$ cat src/rtl/lwb_pkg.sv
`default_nettype none
// ============================================================================
//  Module      : lwb_pkg
//  Description : Shared types and constants for the line write buffer.
//                Holds the line/tag types, the buffered-entry record, the
//                controller state encoding and the default buffer depth.
//  Revision    : 1.0 - initial release
// ============================================================================
package lwb_pkg;

    localparam int c_DEFAULT_DEPTH = 2;
    localparam int c_LINE_W        = 256;
    localparam int c_TAG_W         = 27;
    localparam int c_OFFSET_W      = 5;

    typedef logic [c_LINE_W-1:0] lwb_line_t;
    typedef logic [c_TAG_W-1:0]  lwb_tag_t;

    typedef struct packed {
        logic      valid;
        lwb_tag_t  tag;
        lwb_line_t data;
    } lwb_entry_t;

    // Controller state encoding
    typedef logic [1:0] lwb_state_t;
    localparam lwb_state_t c_ST_IDLE     = 2'd0;
    localparam lwb_state_t c_ST_READ_MEM = 2'd1;
    localparam lwb_state_t c_ST_DRAIN    = 2'd2;
    localparam lwb_state_t c_ST_RESP     = 2'd3;

    // Rebuild a line-aligned byte address from a stored tag.
    function automatic logic [31:0] lwb_line_addr(input lwb_tag_t tag);
        return {tag, {c_OFFSET_W{1'b0}}};
    endfunction

endpackage
`default_nettype wire

$ cat src/rtl/lwb_queue.sv
`default_nettype none
// ============================================================================
//  Module      : lwb_queue
//  Description : FIFO storage for buffered dirty lines. Entries are pushed at
//                the tail, popped from the head, and may be overwritten in
//                place (coalescing) without changing their FIFO position.
//                A combinational tag lookup reports a hit, its index and data.
//  Ports       : clk, rst          - clock, asynchronous active-high reset
//                i_push*           - append a new line at the tail
//                i_pop             - retire the head entry
//                i_coal_*          - overwrite the data of an existing entry
//                i_lookup_tag      - tag to match against valid entries
//                o_hit*            - match result, index and data
//                o_head_tag/data   - oldest entry (next to drain)
//                o_count, o_full   - occupancy
//  Revision    : 1.0 - initial release
// ============================================================================
module lwb_queue
    import lwb_pkg::*;
#(
    parameter int DEPTH = c_DEFAULT_DEPTH,
    parameter int IDX_W = (DEPTH > 1) ? $clog2(DEPTH) : 1,
    parameter int CNT_W = $clog2(DEPTH + 1)
) (
    input  logic             clk,
    input  logic             rst,
    input  logic             i_push,
    input  lwb_tag_t         i_push_tag,
    input  lwb_line_t        i_push_data,
    input  logic             i_pop,
    input  logic             i_coal_we,
    input  logic [IDX_W-1:0] i_coal_idx,
    input  lwb_line_t        i_coal_data,
    input  lwb_tag_t         i_lookup_tag,
    output logic             o_hit,
    output logic [IDX_W-1:0] o_hit_idx,
    output lwb_line_t        o_hit_data,
    output lwb_tag_t         o_head_tag,
    output lwb_line_t        o_head_data,
    output logic [CNT_W-1:0] o_count,
    output logic             o_full
);

    lwb_entry_t       r_entries [DEPTH];
    logic [IDX_W-1:0] r_head;
    logic [IDX_W-1:0] r_tail;
    logic [CNT_W-1:0] r_count;

    logic             w_do_push;
    logic             w_do_pop;
    logic             w_hit;
    logic [IDX_W-1:0] w_hit_idx;
    lwb_line_t        w_hit_data;

    function automatic logic [IDX_W-1:0] ptr_inc(input logic [IDX_W-1:0] p);
        if (p == IDX_W'(DEPTH - 1)) begin
            return '0;
        end
        return p + IDX_W'(1);
    endfunction

    assign o_full    = (r_count == CNT_W'(DEPTH));
    assign o_count   = r_count;

    // Guard against overflow/underflow so a misbehaving controller cannot
    // corrupt the pointers.
    assign w_do_push = i_push && !o_full;
    assign w_do_pop  = i_pop && (r_count != '0);

    always_ff @(posedge clk or posedge rst) begin
        if (rst) begin
            for (int i = 0; i < DEPTH; i++) begin
                r_entries[i] <= '0;
            end
            r_head  <= '0;
            r_tail  <= '0;
            r_count <= '0;
        end else begin
            if (i_coal_we) begin
                r_entries[i_coal_idx].data <= i_coal_data;
            end
            if (w_do_pop) begin
                r_entries[r_head].valid <= 1'b0;
                r_head                  <= ptr_inc(r_head);
            end
            if (w_do_push) begin
                r_entries[r_tail] <= '{valid: 1'b1, tag: i_push_tag, data: i_push_data};
                r_tail            <= ptr_inc(r_tail);
            end
            if (w_do_push && !w_do_pop) begin
                r_count <= r_count + CNT_W'(1);
            end else if (!w_do_push && w_do_pop) begin
                r_count <= r_count - CNT_W'(1);
            end
        end
    end

    // Writes coalesce, so at most one valid entry can carry a given tag;
    // the first match is taken.
    always_comb begin
        w_hit      = 1'b0;
        w_hit_idx  = '0;
        w_hit_data = '0;
        for (int i = 0; i < DEPTH; i++) begin
            if (!w_hit && r_entries[i].valid && (r_entries[i].tag == i_lookup_tag)) begin
                w_hit      = 1'b1;
                w_hit_idx  = IDX_W'(i);
                w_hit_data = r_entries[i].data;
            end
        end
    end

    assign o_hit       = w_hit;
    assign o_hit_idx   = w_hit_idx;
    assign o_hit_data  = w_hit_data;
    assign o_head_tag  = r_entries[r_head].tag;
    assign o_head_data = r_entries[r_head].data;

endmodule
`default_nettype wire

$ cat src/rtl/line_write_buffer.sv
`default_nettype none
// ============================================================================
//  Module      : line_write_buffer
//  Description : Line-granular write-back buffer between the cache arbiter
//                and the cacheline adaptor. Dirty-line writes are absorbed
//                into a small FIFO so line fills reach memory first; reads
//                that hit a buffered line are answered from the buffer; the
//                buffer drains when the downstream path is idle or full.
//  Ports       : clk, rst                     - clock, async active-high reset
//                mem_read/write/address/wdata - arbiter request
//                mem_rdata, mem_resp          - arbiter response
//                pmem_read/write/address/wdata- adaptor request
//                pmem_rdata, pmem_resp        - adaptor response
//  Revision    : 1.0 - initial release
// ============================================================================
module line_write_buffer
    import lwb_pkg::*;
#(
    parameter int DEPTH = c_DEFAULT_DEPTH
) (
    input  logic         clk,
    input  logic         rst,
    input  logic         mem_read,
    input  logic         mem_write,
    input  logic [31:0]  mem_address,
    input  logic [255:0] mem_wdata,
    output logic [255:0] mem_rdata,
    output logic         mem_resp,
    output logic         pmem_read,
    output logic         pmem_write,
    output logic [31:0]  pmem_address,
    output logic [255:0] pmem_wdata,
    input  logic [255:0] pmem_rdata,
    input  logic         pmem_resp
);

    localparam int c_IDX_W = (DEPTH > 1) ? $clog2(DEPTH) : 1;
    localparam int c_CNT_W = $clog2(DEPTH + 1);

    lwb_state_t         r_state;
    lwb_state_t         w_next_state;
    lwb_line_t          r_resp_data;

    lwb_tag_t           w_req_tag;
    logic               w_hit;
    logic [c_IDX_W-1:0] w_hit_idx;
    lwb_line_t          w_hit_data;
    lwb_tag_t           w_head_tag;
    lwb_line_t          w_head_data;
    logic [c_CNT_W-1:0] w_count;
    logic               w_full;

    logic               w_push;
    logic               w_pop;
    logic               w_coal_we;
    logic               w_load_hit;
    logic               w_load_pmem;

    // The byte offset inside a line plays no part in buffering.
    logic               w_unused_offset;
    assign w_unused_offset = ^mem_address[c_OFFSET_W-1:0];

    assign w_req_tag = mem_address[31:c_OFFSET_W];

    lwb_queue #(
        .DEPTH (DEPTH),
        .IDX_W (c_IDX_W),
        .CNT_W (c_CNT_W)
    ) u_queue (
        .clk          (clk),
        .rst          (rst),
        .i_push       (w_push),
        .i_push_tag   (w_req_tag),
        .i_push_data  (mem_wdata),
        .i_pop        (w_pop),
        .i_coal_we    (w_coal_we),
        .i_coal_idx   (w_hit_idx),
        .i_coal_data  (mem_wdata),
        .i_lookup_tag (w_req_tag),
        .o_hit        (w_hit),
        .o_hit_idx    (w_hit_idx),
        .o_hit_data   (w_hit_data),
        .o_head_tag   (w_head_tag),
        .o_head_data  (w_head_data),
        .o_count      (w_count),
        .o_full       (w_full)
    );

    // ---------------------------------------------------------------- state
    always_ff @(posedge clk or posedge rst) begin
        if (rst) begin
            r_state <= c_ST_IDLE;
        end else begin
            r_state <= w_next_state;
        end
    end

    // ----------------------------------------------------------- next state
    // A write to a full buffer drains the head first and is then retried
    // from IDLE, where it finds room. Reads are preferred over draining.
    always_comb begin
        w_next_state = r_state;
        case (r_state)
            c_ST_IDLE: begin
                if (mem_write) begin
                    w_next_state = (w_hit || !w_full) ? c_ST_RESP : c_ST_DRAIN;
                end else if (mem_read) begin
                    w_next_state = w_hit ? c_ST_RESP : c_ST_READ_MEM;
                end else if (w_count != '0) begin
                    w_next_state = c_ST_DRAIN;
                end
            end
            c_ST_READ_MEM: begin
                if (pmem_resp) begin
                    w_next_state = c_ST_RESP;
                end
            end
            c_ST_DRAIN: begin
                if (pmem_resp) begin
                    w_next_state = c_ST_IDLE;
                end
            end
            c_ST_RESP: begin
                w_next_state = c_ST_IDLE;
            end
            default: begin
                w_next_state = c_ST_IDLE;
            end
        endcase
    end

    // -------------------------------------------------------------- outputs
    always_comb begin
        w_push       = 1'b0;
        w_pop        = 1'b0;
        w_coal_we    = 1'b0;
        w_load_hit   = 1'b0;
        w_load_pmem  = 1'b0;
        mem_resp     = 1'b0;
        pmem_read    = 1'b0;
        pmem_write   = 1'b0;
        pmem_address = '0;
        pmem_wdata   = '0;
        case (r_state)
            c_ST_IDLE: begin
                if (mem_write) begin
                    w_coal_we = w_hit;
                    w_push    = !w_hit && !w_full;
                end else if (mem_read) begin
                    w_load_hit = w_hit;
                end
            end
            c_ST_READ_MEM: begin
                pmem_read    = 1'b1;
                pmem_address = {w_req_tag, {c_OFFSET_W{1'b0}}};
                w_load_pmem  = pmem_resp;
            end
            c_ST_DRAIN: begin
                // The queue is untouched while draining, so the head entry
                // (and thus address/data) stays stable until pmem_resp.
                pmem_write   = 1'b1;
                pmem_address = lwb_line_addr(w_head_tag);
                pmem_wdata   = w_head_data;
                w_pop        = pmem_resp;
            end
            c_ST_RESP: begin
                mem_resp = 1'b1;
            end
            default: begin
                mem_resp = 1'b0;
            end
        endcase
    end

    // ------------------------------------------------------ response register
    // Only reads update it; after a write the arbiter sees the stale value.
    always_ff @(posedge clk or posedge rst) begin
        if (rst) begin
            r_resp_data <= '0;
        end else if (w_load_hit) begin
            r_resp_data <= w_hit_data;
        end else if (w_load_pmem) begin
            r_resp_data <= pmem_rdata;
        end
    end

    assign mem_rdata = r_resp_data;

endmodule
`default_nettype wire
$ cat config.mk
export PLATFORM = sky130hd
export DESIGN_NAME = line_write_buffer
export DESIGN_NICKNAME = d
export VERILOG_FILES = /design/src/rtl/lwb_pkg.sv /design/src/rtl/lwb_queue.sv /design/src/rtl/line_write_buffer.sv
export SDC_FILE = /design/constraint.sdc
export NUM_CORES = 2
export LEC_CHECK = 0
export CORE_AREA = 8 8 427 429
export CTS_CLUSTER_SIZE = 40
export DETAILED_ROUTE_END_ITERATION = 16
export DIE_AREA = 0 0 435 437
export HOLD_SLACK_MARGIN = 0.15
export PLACE_DENSITY = 0.49
export SLEW_MARGIN = 40
export SYNTH_ARGS = -nofsm -noshare
export SYNTH_HDL_FRONTEND = slang
export SYNTH_SLANG_ARGS = --single-unit
$ cat constraint.sdc
create_clock -name clk -period 34.4 [get_ports clk]
set_input_delay 5.16 -clock clk [delete_from_list [all_inputs] [get_ports clk]]
set_output_delay 5.16 -clock clk [all_outputs]
set_load 0.02 [all_outputs]
[Yosys cells after proc, flatten, opt, wreduce, memory -nomap -nowiden]
Index checks and enable logic that the tools add are counted.
Storage, ports and cells
  bits in registers: 830
  bits of input ports: 549
  word-level logic and storage cells: 109
Cells by class
  $add $sub $neg: 4
  magnitude comparators: 6
  eq/ne operators: 9
  muxes and demuxes: 54
  bitwise logic cells: 3
  reduce and logical (&&, ||, !) cells: 22
Operators with widths (number)
  $bwmux 568: 3
  $mux 568: 3
  $mux 256: 6
  $demux 284 s1: 3
  $mux 283: 3
  $mux 284: 2
  $pmux 32 s2: 1
  $eq 27x27->1: 2
  $mux 1: 24
  $mux 2: 8
  $logic_and 1x1->1: 11
  $pmux 2 s4: 1
  $eq 2x2->1 const B: 3
  $ge 2x2->1 const B: 3
  $lt 2x1->1 const B: 3
  $not 1->2: 3
  $reduce_bool 2->1: 3
  $logic_not 1->1: 5
  $ne 2x2->1 const B: 2
  $ne 4x4->1 const B: 1
  $reduce_and 3->1: 1
  $add 1x1->1 const B: 2
  $add 2x1->2 const B: 1
  $eq 2x1->1 const B: 1
  other kinds (3): 3

[Depth between registers and ports, before layout]
  depth in word-level cells: 18
  depth in mapped cells: 9

[Cells and area by module]
From an unflattened synthesis, not the netlist that was laid out.
Second synthesis, totals
  cells, all modules: 6320
  area total of the unflattened synthesis: 47840.9 sq um
Modules (own cells, without submodules)
  lwb_queue: instances 1, cells each 4544, area an instance 34012.6 sq um, sequential area each 14313.7 sq um
  line_write_buffer: instances 1, cells each 1776, area an instance 13828.3 sq um, sequential area each 6456.2 sq um

[Least setup slack after synthesis]
No wires, ideal clock.
  path type: input -> output
  start point: input port mem_address[10]
  end point: output port pmem_address[10]
  arrival: 5.556 ns
  required time: 29.240 ns
  path slack: 23.684 ns
  stages: 2
  buffers on the path: 0
  cells stage by stage: a22oi_1 nor2b_1
On the way
  word-level cells in the longest chain between the ends: 1
Ends and longest elaborated chain
  start: declaration: RTL line line_write_buffer.sv:25  | input logic [31:0] mem_address,
  $pmux 32 s2: RTL line line_write_buffer.sv:144  | case (r_state)
  end: declaration: RTL line line_write_buffer.sv:31  | output logic [31:0] pmem_address,
No other way between the ends.

[Worst setup path after layout]
  start point: input port mem_address[26]
  end point: output port pmem_address[26]
The elaborated chain is that of the path after synthesis.

==> flow_metrics.env <==
export IMPL_drc=0
export IMPL_num_rows=154
export IMPL_ir_drop_mv=0.0454
export IMPL_cp_data_required_time_ns=29.24
export IMPL_worstPathCellList="clkdlybuf4s50_1 > a22oi_1 > nor2b_1 > clkdlybuf4s50_1"
export IMPL_leakagePower_nw=24.9
export IMPL_die_width_um=435
export IMPL_clock_sinks=830
export IMPL_cts_buffers=102
export IMPL_crit_type="in -> out"
export IMPL_clock_latency_ns=0.74
export IMPL_synth_top_flop_cell="dfrtp_1"
export IMPL_ys_top_cells_by_count="dfrtp_1, mux2_2, o22ai_1, nor2b_1, a21oi_1"
export IMPL_status="finished clean"
export IMPL_antenna_found_initial=55
export IMPL_postRouteAntennaNets=0
export IMPL_htree_num_levels=3
export IMPL_crit_buf_inv=2
export IMPL_power_density_mw_per_mm2=82.5
export IMPL_synth_area_per_cell_um2=12.4
export IMPL_ys_seq_area_frac=0.486
export IMPL_netlist_area_leader_share=0.486
export IMPL_clk_pin_slew_ns=0.06
export IMPL_slowest_stage="clkdlybuf4s50_1"
export IMPL_hpwlAfterDp_mm=131
export IMPL_cap_violations=0
export IMPL_hold_violations=0
export IMPL_place_gp_congestion=0.850
export IMPL_drive_above_1_share=0.234
export IMPL_worst_slew_pin_slew_ns=1.09
export IMPL_cp_common_cell="clkdlybuf4s50_1"
export IMPL_final_net_count=4951
export IMPL_synthDistinctLibCells=37
export IMPL_grt_overflow=0
export IMPL_cts_tree="done"
export IMPL_synthArstFlopShare=1.00
export IMPL_rsz0062_at_grt="no"
export IMPL_synth_seq_cells=830
export IMPL_first_iter_violations=2162
export IMPL_io_pins=1096
export IMPL_core_area_mm2=0.175
export IMPL_detail_route_wl_per_cell_um=27.8
export IMPL_grt_pass1_wl_mm=273
export IMPL_critPathArrivalTime_ns=6.89
export IMPL_switching_share=0.366
export IMPL_pwr_share_seq=0.336
export IMPL_relSlewSlack=0.272
export IMPL_initial_core_util=0.244
export IMPL_first_pass_iters=5
export IMPL_crit_family="buffers and inverters"
export IMPL_root_buffer="clkbuf_16"
export IMPL_hold_ws_ns=0.525
export IMPL_synth_area_leaders="dfrtp_1, mux2_2, mux2_4"
export IMPL_grt_max_degree=138
export IMPL_setup_viol=0
export IMPL_synth_edf_count=0
export IMPL_postCtsHoldBufs=0
export IMPL_fin_util=0.338
export IMPL_placedCellCount=6629
export IMPL_p_sw_mw=1.79
export IMPL_viasPerCell=4.91
export IMPL_syn_inst=3442
export IMPL_final_setup_worst_slack_ns=22.35
export IMPL_drv_slew=0
export IMPL_drt_total_wl_mm=190
export IMPL_min_period_ns=12.05
export IMPL_grt_use_total=0.191
export IMPL_die_area_mm2=0.190
export IMPL_grt_pass1_vias=35500
export IMPL_hp_class="reg -> reg"
export IMPL_intPower_mw=3.10
export IMPL_pwr_share_clk=0.222
export IMPL_fmax_mhz=83.0
export IMPL_vias=33651
export IMPL_finClkSkew_ns=0.0312
export IMPL_synth_most_common_cell="dfrtp_1"
export IMPL_p_comb_frac=0.441
export IMPL_critPathMaxStageDelay_ns=0.74
export IMPL_dpl_worst_slack_ns=22.36
export IMPL_cts_buffer_depth=3
export IMPL_crit_fanout=5
export IMPL_fin_crit_sh=0.350
export IMPL_cts_resized=0
export IMPL_crit_path_start_kind="input pin"
export IMPL_port_buffers=1085
export IMPL_chipHeight_um=437
export IMPL_post_cts_repair_setup_buffers=0
export IMPL_end_kind="output port"
export IMPL_area_growth_pct=39.0
export IMPL_yosysWarningCount=0
export IMPL_syn_area_mm2=0.0427
export IMPL_fin_tns_setup_ns=0
export IMPL_yosys_area_top_type="dfrtp_1"
export IMPL_instances_no_fill=6853
==> power by group through the flow <==
stage          sequential [mW]  clock [mW]  combinational, mW
2_1_floorplan             1.58           0               1.43
3_3_place_gp              1.64           0               2.17
3_5_place_dp              1.65           0               2.19
4_1_cts                   1.64        1.13               2.20
5_1_grt                   1.69        1.16               2.31
6_report                  1.65        1.09               2.16
==> per-stage QoR <==
step	cell area (µm²)	power, mW
floorplan	42700	3.01
CTS	59100	4.97
finish	59300	4.90
detailed placement	55800	3.84
global route	59300	5.16
global placement	55600	3.82
==> layout by cell type, fill, tap and decap left out, drive strengths merged, types with 2 or more instances in the layout <==
cell,Yosys,final
xnor2,52,52
conb,1,5
a21oi,259,259
diode,0,38
clkbuf,181,155
nor4,3,3
o21ai,2,2
xor2,7,7
nor3,4,4
nand4,14,14
ha,5,5
o22ai,512,512
and3,2,2
mux2,849,849
dfrtp,830,830
nor3b,2,2
nand2,5,5
nor2b,284,284
bufinv,0,4
nand3,3,3
inv,4,6
nor2,7,7
clkdlybuf4s50,0,1085
clkinv,0,20
a21o,2,2
mux2i,256,256
nand2b,2,2
a22oi,27,27
buf,124,67
==> final cells by class <==
type | count | area [µm²]
clock buffer | 155 | 3010
tap | 2340 | 2930
antenna | 38 | 95.1
inverter | 4 | 27.5
fill | 17510 | 116000
timing repair buffer | 1152 | 11700
sequential | 830 | 20800
multi-input combinational | 2307 | 20500
clock inverter | 27 | 305
==> kinds of logic (layout without fill, tap and decap cells) <==
| logic type | Yosys count | in the layout | synth area share |
|---|---|---|---|
| muxes | 1105 | 1105 | 0.305 |
| DFF | 830 | 830 | 0.486 |
| AOI/OAI and AO/OA | 806 | 806 | 0.112 |
| and+or+nand+nor | 327 | 327 | 0.0476 |
| buffers and inverters | 309 | 1338 | 0.0357 |
| xor gates and xnor gates | 59 | 59 | 0.0121 |
| adders and majority gates | 5 | 5 | 0.00146 |
| other | 1 | 43 | 0.0000878 |
==> path summary, 6_finish.rpt <==
| kind | depth (start not counted) | endpoint | from | slack, ns |
|---|---|---|---|---|
| min reg2reg | 1 | u_queue.r_entries[438] | u_queue.r_entries[438] | 0.52 |
| min | 1 | u_queue.r_entries[438] | u_queue.r_entries[438] | 0.52 |
| max | 4 | pmem_address[26] | mem_address[26] | 22.35 |
| min in group asynchronous | 2 | mem_rdata[43] | rst | 4.98 |
| max reg2reg | 8 | u_queue.r_entries[334] | u_queue.r_entries[264] | 29.61 |
| max in group asynchronous | 6 | u_queue.r_entries[176] | rst | 26.79 |
==> flip-flops by register name (all words and copies together), names as in the netlist <==
name               cells
mem_rdata            256
r_state                2
u_queue.o_count        2
u_queue.r_entries    568
u_queue.r_head         1
u_queue.r_tail         1
==> worst register-to-register path, stage by stage, from the launching register on <==
cell,delay [ns]
dfrtp_1,0.40
xor2_1,0.16
nor4_1,0.69
nand3_2,0.37
a2bb2oi_4,0.50
buf_4,0.65
buf_4,0.73
buf_6,0.68
mux2_2,0.52
==> layer usage <==
| layer | global-route usage | share of wire | wire length (µm) |
|---|---|---|---|
| met1 | 0.229 | 0.40 | 76800 |
| met2 | 0.322 | 0.49 | 93600 |
| met4 | 0.0832 | 0.040 | 7550 |
| met5 | 0 | 0.00043 | 81 |
| met3 | 0.0505 | 0.065 | 12300 |
(Power assumes the default switching activity.)
